<file path="src/rtl/ex_stage.sv">
// ---------------------------------------------------------------------------
// ex_stage -- pipeline execute stage with an EX/MEM output register.
//
// Single-cycle ALU ops (ADD, SUB, AND, OR, XOR, SLL, SRL, SRA, SLT, SLTU) are
// registered one edge after presentation.  With EX_STAGE_MUL_EN defined, MUL
// (alu_ctrl=10) runs on a 32-iteration shift-add multiplier.  While it runs,
// stall_out holds the upstream stages.  With the macro undefined, MUL is
// single-cycle with result 0 and stall_out is tied low.
//
// Configuration macro: EX_STAGE_MUL_EN (undefined by default).
//
// Handshake: stall_out is combinational.  While it is high, upstream must hold
// the ID/EX inputs unchanged.  A registered output is a real instruction only
// when out_valid=1.  Otherwise it is a bubble with every output field at zero.
//
// Ports:
//   clk, reset         clock; synchronous active-high reset
//   in_valid           ID/EX holds a live instruction
//   data_1, data_2     operand A; operand B / store data
//   imm, alu_src       immediate; 1 selects imm as operand B
//   alu_ctrl           operation code
//   rd, mem_wen        destination register; store request
//   flush              kill the current instruction (branch redirect)
//   alu_result         registered result
//   store_data         registered copy of data_2
//   rd_out             registered destination register
//   mem_wen_out        registered store request
//   out_valid          registered valid flag
//   stall_out          combinational upstream hold
// ---------------------------------------------------------------------------
module ex_stage (
    input  logic        clk,
    input  logic        reset,
    input  logic        in_valid,
    input  logic [31:0] data_1,
    input  logic [31:0] data_2,
    input  logic [31:0] imm,
    input  logic        alu_src,
    input  logic [3:0]  alu_ctrl,
    input  logic [4:0]  rd,
    input  logic        mem_wen,
    input  logic        flush,
    output logic [31:0] alu_result,
    output logic [31:0] store_data,
    output logic [4:0]  rd_out,
    output logic        mem_wen_out,
    output logic        out_valid,
    output logic        stall_out
);

    logic [31:0] op_b;
    logic [31:0] alu_out;

    assign op_b = alu_src ? imm : data_2;

    // Single-cycle ALU.  MUL and the unused codes 11-15 fall into the default
    // branch and give 0.  When the multiplier is enabled, MUL never takes this
    // path.
    always_comb begin
        alu_out = '0;
        case (alu_ctrl)
            4'd0:    alu_out = data_1 + op_b;
            4'd1:    alu_out = data_1 - op_b;
            4'd2:    alu_out = data_1 & op_b;
            4'd3:    alu_out = data_1 | op_b;
            4'd4:    alu_out = data_1 ^ op_b;
            4'd5:    alu_out = data_1 << op_b[4:0];
            4'd6:    alu_out = data_1 >> op_b[4:0];
            4'd7:    alu_out = $unsigned($signed(data_1) >>> op_b[4:0]);
            4'd8:    alu_out = {31'b0, $signed(data_1) < $signed(op_b)};
            4'd9:    alu_out = {31'b0, data_1 < op_b};
            default: alu_out = '0;
        endcase
    end

`ifdef EX_STAGE_MUL_EN

    typedef enum logic {
        S_IDLE    = 1'b0,
        S_MUL_RUN = 1'b1
    } state_t;

    state_t      state;
    logic [4:0]  mul_cnt;
    logic [31:0] mul_acc;     // running partial product
    logic [31:0] mul_mcand;   // multiplicand, shifted left once per iteration
    logic [31:0] mul_mplier;  // multiplier, shifted right once per iteration
    logic [31:0] mul_store;   // store data latched at MUL acceptance
    logic [4:0]  mul_rd;
    logic        mul_wen;
    logic        is_mul;
    logic [31:0] mul_partial;
    logic [31:0] mul_sum;

    assign is_mul      = (alu_ctrl == 4'd10);
    assign mul_partial = mul_mplier[0] ? mul_mcand : '0;
    assign mul_sum     = mul_acc + mul_partial;

    // Stall drops on the final iteration so that upstream advances on the
    // same edge that writes the product.
    always_comb begin
        stall_out = 1'b0;
        if (!reset && !flush) begin
            case (state)
                S_IDLE:    stall_out = in_valid && is_mul;
                S_MUL_RUN: stall_out = (mul_cnt != 5'd31);
                default:   stall_out = 1'b0;
            endcase
        end
    end

    always_ff @(posedge clk) begin
        if (reset) begin
            state       <= S_IDLE;
            mul_cnt     <= '0;
            mul_acc     <= '0;
            mul_mcand   <= '0;
            mul_mplier  <= '0;
            mul_store   <= '0;
            mul_rd      <= '0;
            mul_wen     <= 1'b0;
            alu_result  <= '0;
            store_data  <= '0;
            rd_out      <= '0;
            mem_wen_out <= 1'b0;
            out_valid   <= 1'b0;
        end else begin
            // A bubble unless a branch below writes a real result.
            alu_result  <= '0;
            store_data  <= '0;
            rd_out      <= '0;
            mem_wen_out <= 1'b0;
            out_valid   <= 1'b0;
            if (flush) begin
                state   <= S_IDLE;
                mul_cnt <= '0;
            end else begin
                case (state)
                    S_IDLE: begin
                        if (in_valid) begin
                            if (is_mul) begin
                                mul_mcand  <= data_1;
                                mul_mplier <= op_b;
                                mul_acc    <= '0;
                                mul_store  <= data_2;
                                mul_rd     <= rd;
                                mul_wen    <= mem_wen;
                                mul_cnt    <= '0;
                                state      <= S_MUL_RUN;
                            end else begin
                                alu_result  <= alu_out;
                                store_data  <= data_2;
                                rd_out      <= rd;
                                mem_wen_out <= mem_wen;
                                out_valid   <= 1'b1;
                            end
                        end
                    end
                    S_MUL_RUN: begin
                        mul_acc    <= mul_sum;
                        mul_mcand  <= mul_mcand << 1;
                        mul_mplier <= mul_mplier >> 1;
                        mul_cnt    <= mul_cnt + 5'd1;
                        if (mul_cnt == 5'd31) begin
                            alu_result  <= mul_sum;
                            store_data  <= mul_store;
                            rd_out      <= mul_rd;
                            mem_wen_out <= mul_wen;
                            out_valid   <= 1'b1;
                            mul_cnt     <= '0;
                            state       <= S_IDLE;
                        end
                    end
                    default: state <= S_IDLE;
                endcase
            end
        end
    end

`else

    assign stall_out = 1'b0;

    always_ff @(posedge clk) begin
        if (reset || flush || !in_valid) begin
            alu_result  <= '0;
            store_data  <= '0;
            rd_out      <= '0;
            mem_wen_out <= 1'b0;
            out_valid   <= 1'b0;
        end else begin
            alu_result  <= alu_out;
            store_data  <= data_2;
            rd_out      <= rd;
            mem_wen_out <= mem_wen;
            out_valid   <= 1'b1;
        end
    end

`endif

endmodule

</file>
<file path="config.mk">
export PLATFORM = sky130hd
export DESIGN_NAME = ex_stage
export DESIGN_NICKNAME = d
export VERILOG_FILES = /design/src/rtl/ex_stage.sv
export SDC_FILE = /design/constraint.sdc
export NUM_CORES = 1
export LEC_CHECK = 0
export ABC_CLOCK_PERIOD_IN_PS = 11600
export BUFFER_PORTS_ARGS = -buffer_cell sky130_fd_sc_hd__buf_2
export CORE_MARGIN = 2
export CORE_UTILIZATION = 60
export CTS_CLUSTER_DIAMETER = 60
export DETAILED_ROUTE_END_ITERATION = 6
export HOLD_SLACK_MARGIN = 0.05
export PLACE_DENSITY_LB_ADDON = 0.08
export SYNTH_ARGS = -nofsm -noshare
export SYNTH_HDL_FRONTEND = slang
export SYNTH_SLANG_ARGS = --single-unit
</file>
<file path="constraint.sdc">
create_clock -name clk -period 11.6 [get_ports clk]
set_input_delay 2.32 -clock clk [delete_from_list [all_inputs] [get_ports clk]]
set_output_delay 2.32 -clock clk [all_outputs]
set_load 0.01 [all_outputs]
</file>
==> results of run 1 <==
cell usage after synthesis, types with 5 or more instances:
cell type	n
a211oi_1	27
o22ai_1	27
a221oi_1	27
mux4_2	18
or2_2	8
a2111oi_0	6
buf_4	5
nand4_1	8
a311oi_1	7
nor3_1	33
inv_1	94
nor2b_1	10
o21ai_0	83
a221o_1	6
ha_1	98
o31ai_1	10
xnor2_1	16
nor4_1	9
or4_1	8
nor2_1	179
o221ai_1	20
o21ai_1	8
mux2i_1	112
buf_2	24
nand2_1	170
a31oi_1	41
a21o_1	14
nand2b_1	8
o21bai_1	13
dfxtp_1	71
a21oi_1	144
and3_1	11
a41oi_1	5
buf_1	14
nand3_1	46
clkbuf_1	73
or3_1	6
and2_1	42
a22oi_1	20
o211ai_1	28
stage by stage:
step                      instances  power (mW)  setup WS (ns)
after CTS                      1951        1.16           4.82
final                          1951        1.19           4.76
after detailed placement       1935       0.848           4.46
after floorplan                1615       0.663           5.25
after global placement         1935       0.842           4.64
after global routing           1951        1.24           4.47
state kept, by name (all words and copies together) (netlist names):
| signal | count |
|---|---|
| alu_result | 32 |
| mem_wen_out | 1 |
| out_valid | 1 |
| rd_out | 5 |
| store_data | 32 |
path summary, 6_finish.rpt:
kind,startpoint,to,slack (ns),cells after the start
min,rd[2],rd_out[2],2.16,2
max,alu_src,alu_result[26],4.76,18
kinds of logic after synthesis:
logic type | share of synthesized area (%)
muxes | 14.4
DFF | 12.6
AOI/OAI and AO/OA | 30.3
buffers and inverters | 7.65
adders and majority gates | 11.3
xor gates and xnor gates | 1.40
and+or+nand+nor | 22.4
other | 0.0334
worst max-delay path: cells and delay by family:
| kind | cells | cell delay (ns) |
|---|---|---|
| AO/OA/AOI/OAI | 6 | 1.52 |
| multiplexers | 1 | 0.11 |
| adder cells (fa/ha/maj) | 2 | 0.78 |
| AND/OR/NAND/NOR | 3 | 0.46 |
| buffers and inverters | 6 | 1.81 |
layout make-up:
type,count,share of cell area [%]
clock inverters,6,0.742
inverters,100,3.01
repair buffers,202,8.52
clock buffers,10,1.83
well taps,234,2.35
multi-input cells,1328,72.2
flip-flops and latches,71,11.4
power by group through the flow:
stage                     combinational (mW)  sequential [mW]  clock [mW]
after floorplan                        0.403            0.261           0
final                                  0.624            0.252       0.317
after CTS                              0.594            0.252       0.315
after global placement                 0.585            0.257           0
after detailed placement               0.590            0.257           0
after global routing                   0.660            0.252       0.325
per-layer routing:
metal	vias to the layer above	GRT usage [%]	wire length, um
li1	6146	-	-
met1	6314	61.5	17600
met2	1215	73.5	21100
met3	299	10.1	6560
met4	0	34.2	4300
met5	-	0	0
==> impl_results.md, run 1 <==
* Total Wirelength at approximately 50,000 um
* Slew Viols, Final at 0
* Synth Instances at 1,615
* RSZ-0062 raised after global routing: false
* Reg power frac at approximately a fifth
* Switching share of power at 45.8%
* Max_cap viols at 0
* Final period util at 59.0%
* Drt pass-1 iters at 7
* Die Y at 141 um
* Fillcell total at 1,667
* Antenna diodes at 0
* I/O pin count at approximately 180
* Layout Utilization at 67.4%
* Multi-input gate area at 9010 um2
* Area grow syn2layout at 11.1%
* Core Box Area at 18,500 um2
* Iteration-0 DRC Markers at 2,136
* Die W at 141 um
* Final RePlAce weighted congestion at 1.09
* Cell Rows at 50
* Inserted Clock Buffers at 9
* Placed cell areas at between 10,000 and 15,000 um2
* Vias per inst at 7.16
* Leading area contributor after synthesis: dfxtp_1
* Hold WS at 2.16 ns
* Gr ovfl total at 0
* Final ANT Viol Nets at 0
* Pin count of the biggest net entering global routing at 66
* Most frequent cells in the layout: 181 x buf_2, 179 x nor2_1, 170 x nand2_1
* Slowest stage delay, CP at 0.57 ns
* First-pass GRT wire length at 74,500 um
* Comb pwr share at 52.3%
* Worst rel slew slack at 30.0%
* Setup TNS at 0 ns
* Post-Syn Area at 11,200 um2
* CTS tree: yes
* DR DRC count at 1
* Register area share after synthesis at about an eighth
* Critical path data required time at 11.83 ns
* Maximum clock path buffer count at 2
* Critical path cell sequence: buf_2, buf_4, mux2i_4, buf_4, inv_2, buf_4, ha_1, inv_1, fa_1, nand2b_1, a21oi_1, o21ai_0, nand3_1, a31oi_1, o41ai_1, nor2_1, a2111oi_0, a31oi_1
* H-tree depth at 3
* Die ar. at 19,800 um2
* Top cell by count, worst path: buf_4
* CP endpoint kind: register
* Leakage power at 5.68 nW
* YS warnings at 0
* NumNets Final at between 1,500 and 2,000
* Register area at ~1400 um2
* Clock root cell: clkbuf_16
* Status: complete, but fails checks
* Post-route cell area at 12,500 um2
* Achievable frequency at 146 MHz
* Top cells by area, synth: dfxtp_1 13%, ha_1 11%, mux2i_1 10%
* Initial antenna violation count at 0
* Share of cells above drive strength 1 at 15.4%
* Primary FF master, synth: dfxtp_1
* Initial Utilization at 60.7%
* Final setup vio count at 0
* Cts repair resizes at 0
* Vias at 14,000
* Number of enable flip-flop cells after synthesis at 0
* Critical path peak fanout at slightly above 60
* DP Wirelength at approximately 37,000 um
* Vias in the first global route at 12,600
* Wirelength per Cell at 25.4 um
* Commonest non-fill, non-tap cell in the layout: buf_2
* Register bit total from synthesis at 71
* PortBufs at 181
* Hold crit path type: primary input to register
* Post-Syn Nets at 1,826
* Final hold vios at 0
* Peak VDD IR at between 0.08 and 0.09 mV
* Pint at ~650 uW
* Asr flop ratio synth at 0%
* Arrival time worst endpoint at 7.08 ns
* Reg clk slew, reported paths at ~0.070 ns
* Number of distinct library cells after synthesis at 78
* Fin crit period at 6.84 ns
* Critical path's slowest cell: buf_4
* GR Util All Layers at between 40 and 50%
* Setup crit start kind: primary input
* Clock share of power at 26.6%
* Least-Margin Pin Slew at 1.05 ns
* Clk sinks at 71
* Post-CTS Setup Inserts at 0
* Worst setup path category: primary input to register
* Failing checks: design-rule violations
* CTS Hold Bufs at 0
* Syn avg cell area at 6.96 um2
* Yosys top cell area share at 12.6%
* PwrDens at 95.5 nW/um2
* Sw power at between 500 and 600 uW
Power figures use the tool's default switching activity.
==> run 2: changes to the inputs <==
ABC_CLOCK_PERIOD_IN_PS = 6280   (was 11600)
CORE_UTILIZATION = 54   (was 60)
clock period = 6.28 ns   (was 11.6 ns; I/O delays follow)
==> run 2 against run 1 <==
Net effect:
- the run still ends with design-rule violations left
- via count grew 0.57%
- final area grew 1.0%
- sequential cell count is the same
- routed wire length grew 8.8%
- core utilization shrank 5.3 points
- setup slack lost 3.9 ns
- largest cell class unchanged
- highest routed layer unchanged
==> impl_results.md, run 2 (synthesis results as in run 1) <==
* Critical path startpoint: alu_src
* Total Wirelength at approximately 54,000 um
* Critical path's slowest cell: buf_2
* Fin crit period at around 5.4 ns
* Placed Cells at 1,981
* Die Y at 148 um
* Worst Hold Path EP: rd_out[4]
* Critical path peak fanout at 17
* Final hold vios at 0
* Slowest stage delay, CP at 0.73 ns
* Cts repair resizes at 0
* PwrDens at around 180 nW/um2
* DR WL met2 at 22,800 um
* Vias at 14,100
* Maximum clock path buffer count at 2
* Power Total at 2.28 mW
* Post-route setup slack at 0.846 ns
* Arrival time worst endpoint at 5.70 ns
* DP Wirelength at 41,100 um
* Core Box Area at 20,300 um2
* Area grow syn2layout at 12.2%
* H-tree depth at 3
* Gr ovfl total at 0
* PortBufs at ~180
* Die ar. at 22,000 um2
* First-pass GRT wire length at 80,300 um
* Max_cap viols at 0
* Vias per inst at 7.03
* Clk sinks at 71
* Final ANT Viol Nets at 0
* Leakage power at 5.73 nW
* RSZ-0062 raised after global routing: false
* Placed cell areas at 12,300 um2
* Vias in the first global route at 13,200
* Hold crit path type: primary input to register
* Status: complete, but fails checks
* Share of cells above drive strength 1 at 15.9%
* Drt pass-1 iters at 7
* Inserted Clock Buffers at 9
* GR Util All Layers at 48.0%
* Post-CTS Setup Inserts at 0
* Top cell by count, worst path: buf_4
* CP endpoint kind: register
* Cell Rows at 52
* Hold Path Depth at 2
* Most frequent cells in the layout: 181 x buf_2, 179 x nor2_1, 170 x nand2_1
* Met3 wire length at approximately 7000 um
* Peak VDD IR at between 0.15 and 0.2 mV
* DR DRC count at 7
* Top layer in use: met4
* Register area at 1420 um2
* Setup TNS at 0 ns
* Die W at between 100 and 150 um
* Wl on met1 at 19,600 um
* Critical path cell sequence: buf_2, buf_4, buf_4, mux2i_1, ha_1, or4_1, nand3b_1, nor4b_1, nor3b_1, or3_1, a211o_1, or4b_1, o31ai_1
* Worst rel slew slack at 34.4%
* Post-route cell area at 12,600 um2
* Layout Utilization at 62.1%
* Final period util at between 80% and 90%
* Biggest registers after layout: alu_result (32), store_data (32), rd_out (5)
* Commonest non-fill, non-tap cell in the layout: buf_2
* Critical path data required time at 6.54 ns
* Final setup vio count at 0
* Reg clk slew, reported paths at 0.09 ns
* CTS Hold Bufs at 0
* Hold_sp: rd[4]
* Least-Margin Pin Slew at 0.984 ns
* Fillcell total at between 1,500 and 2,000
* Failing checks: design-rule violations
* Hold WS at 1.09 ns
* Non-Filler Instances at around 2,000
* NumNets Final at a little under 2,000
* Slew Viols, Final at 0
* Final RePlAce weighted congestion at around 1.1
* Worst setup path category: primary input to register
* Iteration-0 DRC Markers at roughly 2,300
* Clock root cell: clkbuf_16
* Initial Utilization at 55.4%
* Achievable frequency at 184 MHz
* Multi-input gate area at 9010 um2
* CTS tree: yes
* I/O pin count at 183
* Pin count of the biggest net entering global routing at 62
* Setup crit start kind: primary input
* Pre-CTS setup slack at 0.669 ns
* Wirelength per Cell at 27.0 um
* Initial antenna violation count at 2
==> run 2: cell count changes in the layout (fill, tap and decap cells not counted) <==
cell	delta
buf_4	+10
clkbuf_8	+1
clkinv_2	+1
clkinvlp_4	-1
diode_2	+1
inv_6	-1
==> run 2: critical path, delay by kind of cell <==
family / cells / cell delay, ns
mux: 1 / 0.32
simple gates: 6 / 2.04
buf+inv: 3 / 1.34
fa+ha+maj: 1 / 0.49
compound gates: 2 / 0.22
==> run 2: layout make-up <==
type / instances / area share [%]
inverter: 100 / 2.98
multi-input combinational: 1328 / 71.5
tap: 270 / 2.68
sequential: 71 / 11.3
antenna: 1 / 0.0198
clock buffer: 11 / 1.92
timing repair buffer: 212 / 9.03
clock inverter: 5 / 0.645
==> run 2: how the worst max path moves through the flow <==
stage	to	slack, ns
2_1_floorplan	alu_result[31]	1.0
3_3_place_gp	alu_result[30]	0.85
3_5_place_dp	alu_result[30]	0.67
4_1_cts	alu_result[30]	1.01
5_1_grt	alu_result[30]	0.66
6_report	alu_result[30]	0.85
==> run 2: routing by layer <==
metal  up-vias  track usage (%)
met3       305             12.4
met4         0             33.6
met2      1169             73.0
met1      6440             59.3
li1       6139                -
met5         -                0
==> run 2: power breakdown <==
| group | switching, mW | internal (mW) | total (mW) |
|---|---|---|---|
| sequential | 0.00296 | 0.462 | 0.465 |
| clock | 0.270 | 0.361 | 0.632 |
| combinational | 0.797 | 0.387 | 1.18 |
